==> config.mk <==
export PLATFORM = sky130hd
export DESIGN_NAME = ddr3_app_arbiter
export DESIGN_NICKNAME = d
export VERILOG_FILES = /design/src/rtl/ddr3_app_arbiter.sv
export SDC_FILE = /design/constraint.sdc
export NUM_CORES = 1
export LEC_CHECK = 0
export ABC_AREA = 1
export BUFFER_PORTS_ARGS = -buffer_cell sky130_fd_sc_hd__buf_2
export CAP_MARGIN = 0
export CORE_UTILIZATION = 25
export DETAILED_ROUTE_END_ITERATION = 6
export GPL_TIMING_DRIVEN = 0
export RECOVER_POWER = 25
export SLEW_MARGIN = 5
export SYNTH_ARGS = -nofsm -noshare
export SYNTH_HDL_FRONTEND = slang
export SYNTH_SLANG_ARGS = --single-unit
==> constraint.sdc <==
create_clock -name clk -period 4.2 [get_ports clk]
set_input_delay 1.05 -clock clk [delete_from_list [all_inputs] [get_ports clk]]
set_output_delay 1.05 -clock clk [all_outputs]
set_load 0.005 [all_outputs]
==> src/rtl/ddr3_app_arbiter.sv <==
// Two-port round-robin arbiter in front of the DDR3 controller app_* interface.
// Issues whole write/read bursts and routes in-order read data back to the issuing port.
module ddr3_app_arbiter #(
    parameter int ADDR_WIDTH     = 28,
    parameter int APP_DATA_WIDTH = 64,
    parameter int APP_MASK_WIDTH = 8,
    parameter     BURST_MODE     = "4",
    parameter int TAG_DEPTH      = 8
) (
    input  logic                                      clk,
    input  logic                                      rst,
    input  logic                                      init_calib_complete,
    input  logic [1:0]                                req_valid,
    output logic [1:0]                                req_ready,
    input  logic [5:0]                                req_cmd,
    input  logic [2*ADDR_WIDTH-1:0]                   req_addr,
    input  logic [2*((BURST_MODE == "8") ? 2 : 1)*APP_DATA_WIDTH-1:0] req_wdata,
    input  logic [2*((BURST_MODE == "8") ? 2 : 1)*APP_MASK_WIDTH-1:0] req_wmask,
    input  logic                                      app_rdy,
    input  logic                                      app_wdf_rdy,
    input  logic                                      app_rd_data_valid,
    input  logic                                      app_rd_data_end,
    input  logic [APP_DATA_WIDTH-1:0]                 app_rd_data,
    output logic                                      app_en,
    output logic [2:0]                                app_cmd,
    output logic [ADDR_WIDTH-1:0]                     app_addr,
    output logic [APP_DATA_WIDTH-1:0]                 app_wdf_data,
    output logic [APP_MASK_WIDTH-1:0]                 app_wdf_mask,
    output logic                                      app_wdf_wren,
    output logic                                      app_wdf_end,
    output logic                                      app_burst,
    output logic [1:0]                                rd_valid,
    output logic                                      rd_end,
    output logic [APP_DATA_WIDTH-1:0]                 rd_data,
    output logic                                      busy,
    output logic                                      err
);

    localparam int BEATS = (BURST_MODE == "8") ? 2 : 1;
    localparam int DW    = APP_DATA_WIDTH;
    localparam int MW    = APP_MASK_WIDTH;
    localparam int PTR_W = $clog2(TAG_DEPTH);

    localparam logic [1:0] S_IDLE   = 2'd0;
    localparam logic [1:0] S_CMD    = 2'd1;
    localparam logic [1:0] S_WBEAT2 = 2'd2;

    localparam logic [2:0] CMD_WRITE = 3'b000;
    localparam logic [2:0] CMD_READ  = 3'b001;

    localparam logic [PTR_W:0]   CNT_ONE    = (PTR_W+1)'(1);
    localparam logic [PTR_W:0]   CNT_FULL   = (PTR_W+1)'(TAG_DEPTH);
    localparam logic [PTR_W-1:0] PTR_ONE    = PTR_W'(1);

    logic [1:0]            state_q, state_d;
    logic                  last_port_q, last_port_d;
    logic                  port_q, port_d;
    logic [2:0]            cmd_q, cmd_d;
    logic [ADDR_WIDTH-1:0] addr_q, addr_d;
    logic [BEATS*DW-1:0]   wdata_q, wdata_d;
    logic [BEATS*MW-1:0]   wmask_q, wmask_d;

    logic                  tag_mem_q [TAG_DEPTH];
    logic                  tag_mem_d [TAG_DEPTH];
    logic [PTR_W-1:0]      wr_ptr_q, wr_ptr_d;
    logic [PTR_W-1:0]      rd_ptr_q, rd_ptr_d;
    logic [PTR_W:0]        count_q, count_d;
    logic                  err_q, err_d;

    logic                  fifo_full;
    logic                  fifo_empty;
    logic [1:0]            eligible;
    logic                  grant_port;
    logic                  push;
    logic                  pop;

    assign fifo_full  = (count_q == CNT_FULL);
    assign fifo_empty = (count_q == '0);

    assign eligible[0] = req_valid[0] & init_calib_complete &
                         ((req_cmd[2:0] == CMD_WRITE) | ~fifo_full);
    assign eligible[1] = req_valid[1] & init_calib_complete &
                         ((req_cmd[5:3] == CMD_WRITE) | ~fifo_full);

    // With both ports eligible, the port that was not granted last wins.
    assign grant_port = (eligible == 2'b11) ? ~last_port_q : eligible[1];

    assign push = (state_q == S_CMD) && (cmd_q == CMD_READ) && app_rdy;

    always_comb begin
        state_d     = state_q;
        last_port_d = last_port_q;
        port_d      = port_q;
        cmd_d       = cmd_q;
        addr_d      = addr_q;
        wdata_d     = wdata_q;
        wmask_d     = wmask_q;
        req_ready   = 2'b00;
        case (state_q)
            S_IDLE: begin
                if (|eligible) begin
                    state_d     = S_CMD;
                    last_port_d = grant_port;
                    port_d      = grant_port;
                    req_ready   = grant_port ? 2'b10 : 2'b01;
                    cmd_d       = grant_port ? req_cmd[5:3] : req_cmd[2:0];
                    addr_d      = grant_port ? req_addr[2*ADDR_WIDTH-1:ADDR_WIDTH]
                                             : req_addr[ADDR_WIDTH-1:0];
                    wdata_d     = grant_port ? req_wdata[2*BEATS*DW-1:BEATS*DW]
                                             : req_wdata[BEATS*DW-1:0];
                    wmask_d     = grant_port ? req_wmask[2*BEATS*MW-1:BEATS*MW]
                                             : req_wmask[BEATS*MW-1:0];
                end
            end
            S_CMD: begin
                if (cmd_q == CMD_WRITE) begin
                    if (app_rdy && app_wdf_rdy) begin
                        state_d = (BEATS == 1) ? S_IDLE : S_WBEAT2;
                    end
                end else if (app_rdy) begin
                    state_d = S_IDLE;
                end
            end
            S_WBEAT2: begin
                if (app_wdf_rdy) begin
                    state_d = S_IDLE;
                end
            end
            default: state_d = S_IDLE;
        endcase
    end

    always_comb begin
        app_en       = 1'b0;
        app_cmd      = 3'b000;
        app_addr     = '0;
        app_wdf_data = '0;
        app_wdf_mask = '0;
        app_wdf_wren = 1'b0;
        app_wdf_end  = 1'b0;
        case (state_q)
            S_CMD: begin
                app_en   = 1'b1;
                app_cmd  = cmd_q;
                app_addr = addr_q;
                if (cmd_q == CMD_WRITE) begin
                    app_wdf_wren = 1'b1;
                    app_wdf_end  = (BEATS == 1);
                    app_wdf_data = wdata_q[DW-1:0];
                    app_wdf_mask = wmask_q[MW-1:0];
                end
            end
            S_WBEAT2: begin
                app_wdf_wren = 1'b1;
                app_wdf_end  = 1'b1;
                app_wdf_data = wdata_q[BEATS*DW-1 -: DW];
                app_wdf_mask = wmask_q[BEATS*MW-1 -: MW];
            end
            default: ;
        endcase
    end

    // Read data is returned in issue order, so the FIFO head names its owner.
    always_comb begin
        rd_valid = 2'b00;
        if (app_rd_data_valid && !fifo_empty) begin
            rd_valid = tag_mem_q[rd_ptr_q] ? 2'b10 : 2'b01;
        end
    end

    assign rd_end  = (|rd_valid) & ((BEATS == 1) | app_rd_data_end);
    assign pop     = rd_end;
    assign rd_data = app_rd_data;

    always_comb begin
        tag_mem_d = tag_mem_q;
        wr_ptr_d  = wr_ptr_q;
        rd_ptr_d  = rd_ptr_q;
        count_d   = count_q;
        err_d     = err_q | (app_rd_data_valid & fifo_empty);
        if (push) begin
            tag_mem_d[wr_ptr_q] = port_q;
            wr_ptr_d            = wr_ptr_q + PTR_ONE;
        end
        if (pop) begin
            rd_ptr_d = rd_ptr_q + PTR_ONE;
        end
        case ({push, pop})
            2'b10:   count_d = count_q + CNT_ONE;
            2'b01:   count_d = count_q - CNT_ONE;
            default: count_d = count_q;
        endcase
    end

    always_ff @(posedge clk or posedge rst) begin
        if (rst) begin
            state_q     <= S_IDLE;
            last_port_q <= 1'b1;
            port_q      <= 1'b0;
            cmd_q       <= 3'b000;
            addr_q      <= '0;
            wdata_q     <= '0;
            wmask_q     <= '0;
            tag_mem_q   <= '{default: 1'b0};
            wr_ptr_q    <= '0;
            rd_ptr_q    <= '0;
            count_q     <= '0;
            err_q       <= 1'b0;
        end else begin
            state_q     <= state_d;
            last_port_q <= last_port_d;
            port_q      <= port_d;
            cmd_q       <= cmd_d;
            addr_q      <= addr_d;
            wdata_q     <= wdata_d;
            wmask_q     <= wmask_d;
            tag_mem_q   <= tag_mem_d;
            wr_ptr_q    <= wr_ptr_d;
            rd_ptr_q    <= rd_ptr_d;
            count_q     <= count_d;
            err_q       <= err_d;
        end
    end

    assign app_burst = 1'b0;
    assign busy      = (state_q != S_IDLE) || !fifo_empty;
    assign err       = err_q;

endmodule

==> flow_metrics.py, run 1 <==
metrics = {
    "logic_synthesis": {
        "netlist_area_mm2": 0.00814,
        "yosysUniqueCellTypes": 34,
        "yosys_warnings": 0,
        "synthCells": 1207,
        "synth_ff_type": "dfrtp_1",
        "syn-num-nets": 1492,
        "async_flop_share": 1.00,
        "synth-edff-count": 0,
        "synth_seq_cells": 125,
        "syn_area_per_cell_um2": 6.75,
        "synth-seq-area-share": 0.384,
    },
    "power_and_ir_drop": {
        "clockPowerShare": 0.242,
        "pwr-share-comb": 0.422,
        "power.leakage_nw": 6.98,
        "powerDensity_mw_per_mm2": 556,
        "switchingPower_w": 0.00253,
        "switching_share": 0.405,
        "p_int_w": 0.00373,
        "pwr-share-seq": 0.337,
        "ir_drop_mv": 0.257,
    },
    "cts": {
        "numCtsBuffers": 17,
        "cts_resized": 0,
        "cts_tree": "yes",
        "hold_buffers": 0,
        "cts_sinks": 125,
        "clkTransAtPathRegs_ns": 0.06,
        "clockBufferDepth": 2,
        "post_cts_buffers": 0,
        "htreeDepth": 4,
        "cts_root_buffer": "clkbuf_16",
        "clock_latency_ns": 0.42,
    },
    "worst_setup_path": {
        "crit_arrival_ns": 2.83,
        "crit_cells": 7,
        "path_cells": "buf_2 > nand2_1 > clkbuf_1 > clkbuf_1 > inv_1 > buf_4 > buf_2",
        "cp.required_ns": 3.15,
        "r2r-end": "count_q[3]",
        "slowest_delay_ns": 0.78,
        "cp-end-kind": "output pin",
        "criticalPathCategory": "reg2out",
        "cp_slowest_cell": "clkbuf_1",
        "crit_buf_inv": 6,
        "reg2reg_depth": 12,
        "crit_family": "buffers and inverters",
        "crit_fanout": 10,
        "startpoint_type": "flop",
        "r2r_slack_ns": 1.72,
        "reg2reg_from": "count_q[1]",
    },
    "timing": {
        "period_share": 0.924,
        "fin_tns_setup_ns": 0,
        "fmax_mhz": 258,
        "hold_viol": 0,
        "fin_skew_ns": 0.0103,
        "finalSetupViolCount": 0,
        "layout_min_cycle_time_ns": 3.88,
        "slew_violations": 75,
        "relSlewSlack": -0.465,
        "tightest_slew_ns": 2.20,
        "timing.final.ws_setup_ns": 0.319,
        "rsz0062_at_grt": "no",
    },
    "final_layout": {
        "seq_area_mm2": 0.00313,
        "final_common_cell": "nand2_1",
        "areaGrowthSynthToFinish_pct": 38.1,
        "fin_nets": 1904,
        "most-common-layout-cells": "nand2_1 (435), buf_2 (417), inv_1 (190)",
        "multi_input_area_mm2": 0.00342,
        "fillerInstances": 3494,
        "drive_gt1_frac": 0.334,
    },
    "route": {
        "drc_errors": 0,
        "antenna_left": 0,
        "routed_wl_mm": 29.5,
        "via_count": 8703,
        "post_drt_wl_per_cell_um": 14.3,
        "dr.pass1.iters": 5,
        "initialDrtViolationCount": 400,
        "drt-vias-per-instance": 4.21,
    },
    "floorplan": {
        "die_h_um": 182,
        "core_mm2": 0.0318,
        "start_util": 0.256,
        "pin_count": 457,
        "dieArea_mm2": 0.0333,
        "die_w_um": 182,
        "row_count": 65,
    },
    "placement": {
        "dp_hpwl_mm": 23.2,
        "port_buffers": 390,
        "place_ws_ns": 0.484,
        "gp_congestion": 0.851,
    },
    "global_routing": {
        "grt_overflow": 0,
        "grt_pass1_wl_mm": 45.1,
        "grt_usage": 0.177,
        "grt_start_max_net_pins": 39,
        "antenna_found_initial": 1,
        "grt_pass1_vias": 8379,
    },
    "hold_path": {
        "hp-start": "err",
        "holdPathEnd": "err",
        "whs_path_depth": 1,
        "hp-class": "reg2reg",
    },
    "run_status": {
        "outcome": "complete, but fails checks",
        "failed_checks": "max-capacitance violations, max-slew violations",
    },
    "run": {
        "cap_violations": 2,
    },
}
flip-flops by register name, indices dropped and copies added, names as in the netlist:
signal and count:
port_q 1, wmask_q 8, tag_mem_q 8, addr_q 28, err 1, wdata_q 64
last_port_q 1, rd_ptr_q 3, wr_ptr_q 3, count_q 4, state_q 1, cmd_q 3
power groups by stage:
| stage | clock, W | combinational (W) | sequential (W) |
|---|---|---|---|
| 2_1_floorplan | 0 | 0.00170 | 0.00204 |
| 3_3_place_gp | 0 | 0.00262 | 0.00211 |
| 3_5_place_dp | 0 | 0.00268 | 0.00212 |
| 4_1_cts | 0.00156 | 0.00269 | 0.00211 |
| 5_1_grt | 0.00160 | 0.00302 | 0.00219 |
| 6_report | 0.00151 | 0.00264 | 0.00211 |
cell families after synthesis:
| group | share of synthesized area |
|---|---|
| buffers and inverters | 0.196 |
| other | 0.000460 |
| AOI/OAI and AO/OA | 0.0249 |
| DFF | 0.384 |
| xor gates and xnor gates | 0.00645 |
| and+or+nand+nor | 0.378 |
| adders and majority gates | 0.0101 |
cell type report:
cell class              count  area share
diodes                      1    0.000222
plain buffers             133      0.0768
clock buffers              20      0.0388
clock inverters            11      0.0128
inverters                 195      0.0652
multi-input cells         754       0.304
flip-flops and latches    125       0.278
well taps                 435      0.0484
repair buffers            393       0.176
metal layers:
layer / part of all wire / GRT usage / up-vias / routed length (um)
met1: 0.44 / 0.222 / 3987 / 13100
met4: 0.020 / 0.0518 / 0 / 597
met5: 0 / 0 / - / 0
met3: 0.045 / 0.0319 / 30 / 1320
met2: 0.49 / 0.308 / 310 / 14500
li1: - / - / 4376 / -
per-stage QoR:
step                      cells  total power [W]   util  instance area [um2]  hold slack, ns
after CTS                  2066          0.00636  0.355                11300           0.454
after detailed placement   2035          0.00480  0.337                10700           0.441
after floorplan            1207          0.00374      -                 8150           0.449
after global placement     2032          0.00473  0.335                10600           0.436
final                      2067          0.00626  0.354                11300           0.452
after global routing       2067          0.00681  0.354                11300           0.468
worst max path at each step:
stage | from | endpoint | slack (ns)
detailed placement | req_cmd[3] | req_ready[0] | 0.48
global route | state_q[0] | app_wdf_wren | 0.14
finish | state_q[0] | app_wdf_wren | 0.32
global placement | req_cmd[3] | req_ready[0] | 0.49
floorplan | req_cmd[4] | req_ready[0] | 1.22
CTS | state_q[0] | app_wdf_wren | 0.22
cell usage after synthesis (2+ instances only):
| master | instances | share of area |
|---|---|---|
| a21oi_1 | 11 | 0.0068 |
| a31oi_1 | 8 | 0.0061 |
| buf_1 | 6 | 0.0028 |
| buf_2 | 28 | 0.017 |
| buf_4 | 80 | 0.074 |
| buf_6 | 4 | 0.0055 |
| clkbuf_1 | 15 | 0.0069 |
| dfrtp_1 | 124 | 0.38 |
| ha_1 | 5 | 0.0077 |
| inv_1 | 190 | 0.088 |
| inv_2 | 4 | 0.0018 |
| nand2_1 | 435 | 0.20 |
| nand2_2 | 4 | 0.0031 |
| nand3_1 | 106 | 0.065 |
| nand3b_1 | 68 | 0.063 |
| nor2_1 | 87 | 0.040 |
| nor2_2 | 2 | 0.0015 |
| o211ai_1 | 2 | 0.0018 |
| o21ai_0 | 9 | 0.0055 |
| xnor2_1 | 2 | 0.0022 |
| xor2_1 | 4 | 0.0043 |
(Power assumes the default switching activity.)
==> run 2: changes to the inputs <==
Settings changed: CAP_MARGIN 0 to 40, CORE_ASPECT_RATIO set to 0.6.
==> run 2 against run 1 <==
The flow still finishes with violations (max-capacitance violations, max-slew violations). Hold slack gained 0.00074 ns. Clock power about the same. Sequential cell count did not move. Cell area about the same. Utilization up 0.25 points. Die area hardly changed. Sequential share of layout area hardly changed. Clock-buffer cell count unchanged. Non-clock buffer count rose by 2. Combinational power up 3%. Critical endpoint is now req_ready[0]. Largest cell class unchanged. Largest power group unchanged.
==> flow_metrics.py, run 2 (synthesized netlist as in run 1, its figures left out) <==
metrics = {
    "global_routing": {
        "grt_usage": 0.194,
        "antenna_found_initial": 7,
        "grt_start_max_net_pins": 36,
        "grt_pass1_wl_mm": 48.4,
        "grt_overflow": 0,
        "grt_pass1_vias": 8189,
    },
    "cts": {
        "clockBufferDepth": 2,
        "clkTransAtPathRegs_ns": 0.06,
        "numCtsBuffers": 17,
        "cts_sinks": 125,
        "htreeDepth": 4,
        "post_cts_buffers": 0,
        "clock_latency_ns": 0.44,
        "cts_tree": "yes",
        "cts_resized": 0,
        "hold_buffers": 0,
        "cts_root_buffer": "clkbuf_16",
    },
    "worst_setup_path": {
        "crit_family": "buffers and inverters",
        "slowest_delay_ns": 0.30,
        "path_cells": "buf_2 > nor2_1 > nand2_1 > a21oi_4 > nand2_2 > buf_4 > buf_4 > inv_1 > nor2_1 > buf_2",
        "cp-end-kind": "output pin",
        "startpoint_type": "input port",
        "cp.required_ns": 3.15,
        "cp_slowest_cell": "a21oi_4",
        "r2r_slack_ns": 1.71,
        "crit_fanout": 10,
        "crit_buf_inv": 5,
        "crit_arrival_ns": 2.56,
        "criticalPathCategory": "in2out",
    },
    "timing": {
        "hold_viol": 0,
        "rsz0062_at_grt": "no",
        "fmax_mhz": 277,
        "tightest_slew_ns": 2.06,
        "slew_violations": 36,
        "fin_tns_setup_ns": 0,
        "finalSetupViolCount": 0,
        "layout_min_cycle_time_ns": 3.61,
        "fin_skew_ns": 0.00872,
        "period_share": 0.859,
        "relSlewSlack": -0.371,
    },
    "final_layout": {
        "most-common-layout-cells": "nand2_1 (435), buf_2 (417), inv_1 (191)",
        "largestRegisters": "wdata_q x64, addr_q x28",
        "drive_gt1_frac": 0.335,
        "final_common_cell": "nand2_1",
        "regMostFlops": "wdata_q",
        "fin_nets": 1906,
        "largest_register_ffs": 64,
        "fin_cells": 2051,
        "areaGrowthSynthToFinish_pct": 38.2,
    },
    "route": {
        "initialDrtViolationCount": 494,
        "antenna_left": 0,
        "drt-vias-per-instance": 4.29,
        "via_count": 8795,
        "routed_wl_mm": 32.4,
        "drc_errors": 0,
        "post_drt_wl_per_cell_um": 15.8,
        "dr.pass1.iters": 5,
    },
    "floorplan": {
        "pin_count": 457,
        "core_mm2": 0.0316,
        "start_util": 0.258,
        "dieArea_mm2": 0.0333,
        "die_h_um": 142,
        "die_w_um": 235,
        "row_count": 50,
    },
    "power_and_ir_drop": {
        "powerDensity_mw_per_mm2": 563,
        "power.leakage_nw": 7.01,
        "ir_drop_mv": 0.254,
    },
    "placement": {
        "gp_congestion": 0.885,
        "place_inst": 2018,
        "port_buffers": 390,
        "dp_hpwl_mm": 25.7,
    },
    "run_status": {
        "outcome": "complete, but fails checks",
        "failed_checks": "max-capacitance violations, max-slew violations",
    },
    "run": {
        "cap_violations": 1,
    },
    "hold_path": {
        "hp-class": "reg2reg",
    },
}
[run 2: worst reg2reg max path, cell delays in order (launching register included)]
cell	delay, ns
dfrtp_1	0.33
clkbuf_1	0.29
nand2_1	0.09
inv_1	0.10
nand3_1	0.25
ha_1	0.36
ha_1	0.35
a21oi_1	0.13
nand2_1	0.09
a21oi_1	0.17
o21ai_0	0.10
nand2_1	0.06
nand2_1	0.05
[run 2: cell type report]
class	count	area, um2
Fill cell	3420	20300
Multi-Input combinational cell	754	3420
Sequential cell	125	3130
Timing Repair Buffer	395	2000
Buffer	133	863
Inverter	195	733
Tap cell	416	520
Clock buffer	20	447
Clock inverter	12	145
Antenna cell	1	2.50
[run 2: metrics by stage]
step                      setup slack, ns  instance area (um2)  total power, W  hold WS [ns]   util
after detailed placement            0.521                10700         0.00487         0.441  0.339
after global placement              0.482                10600         0.00479         0.439  0.336
after floorplan                      1.22                 8150         0.00374         0.449      -
final                               0.592                11300         0.00633         0.453  0.356
after CTS                           0.516                11300         0.00644         0.457  0.358
after global routing                0.380                11300         0.00690         0.465  0.356
[run 2: layer usage]
| metal | track usage | vias to the layer above | wire length, um |
|---|---|---|---|
| met5 | 0 | - | 13 |
| met4 | 0.0478 | 2 | 457 |
| met3 | 0.0397 | 35 | 1540 |
| met2 | 0.298 | 253 | 14500 |
| met1 | 0.276 | 4113 | 15800 |
| li1 | - | 4392 | - |
[run 2: worst paths after layout]
check,start,to,depth (start not counted)
max in group asynchronous,rst,wdata_q[39],5
hold / removal,err,err,1
min in group asynchronous,rst,wdata_q[0],2
hold reg to reg,err,err,1
setup reg to reg,state_q[0],count_q[3],12
setup / recovery,req_cmd[4],req_ready[0],10
[run 2: report_power, final]
| part | switching [W] | internal (W) |
|---|---|---|
| Sequential | 0.000328 | 0.00178 |
| Combinational | 0.00168 | 0.00103 |
| Clock | 0.000581 | 0.000943 |
| Total | 0.00259 | 0.00375 |
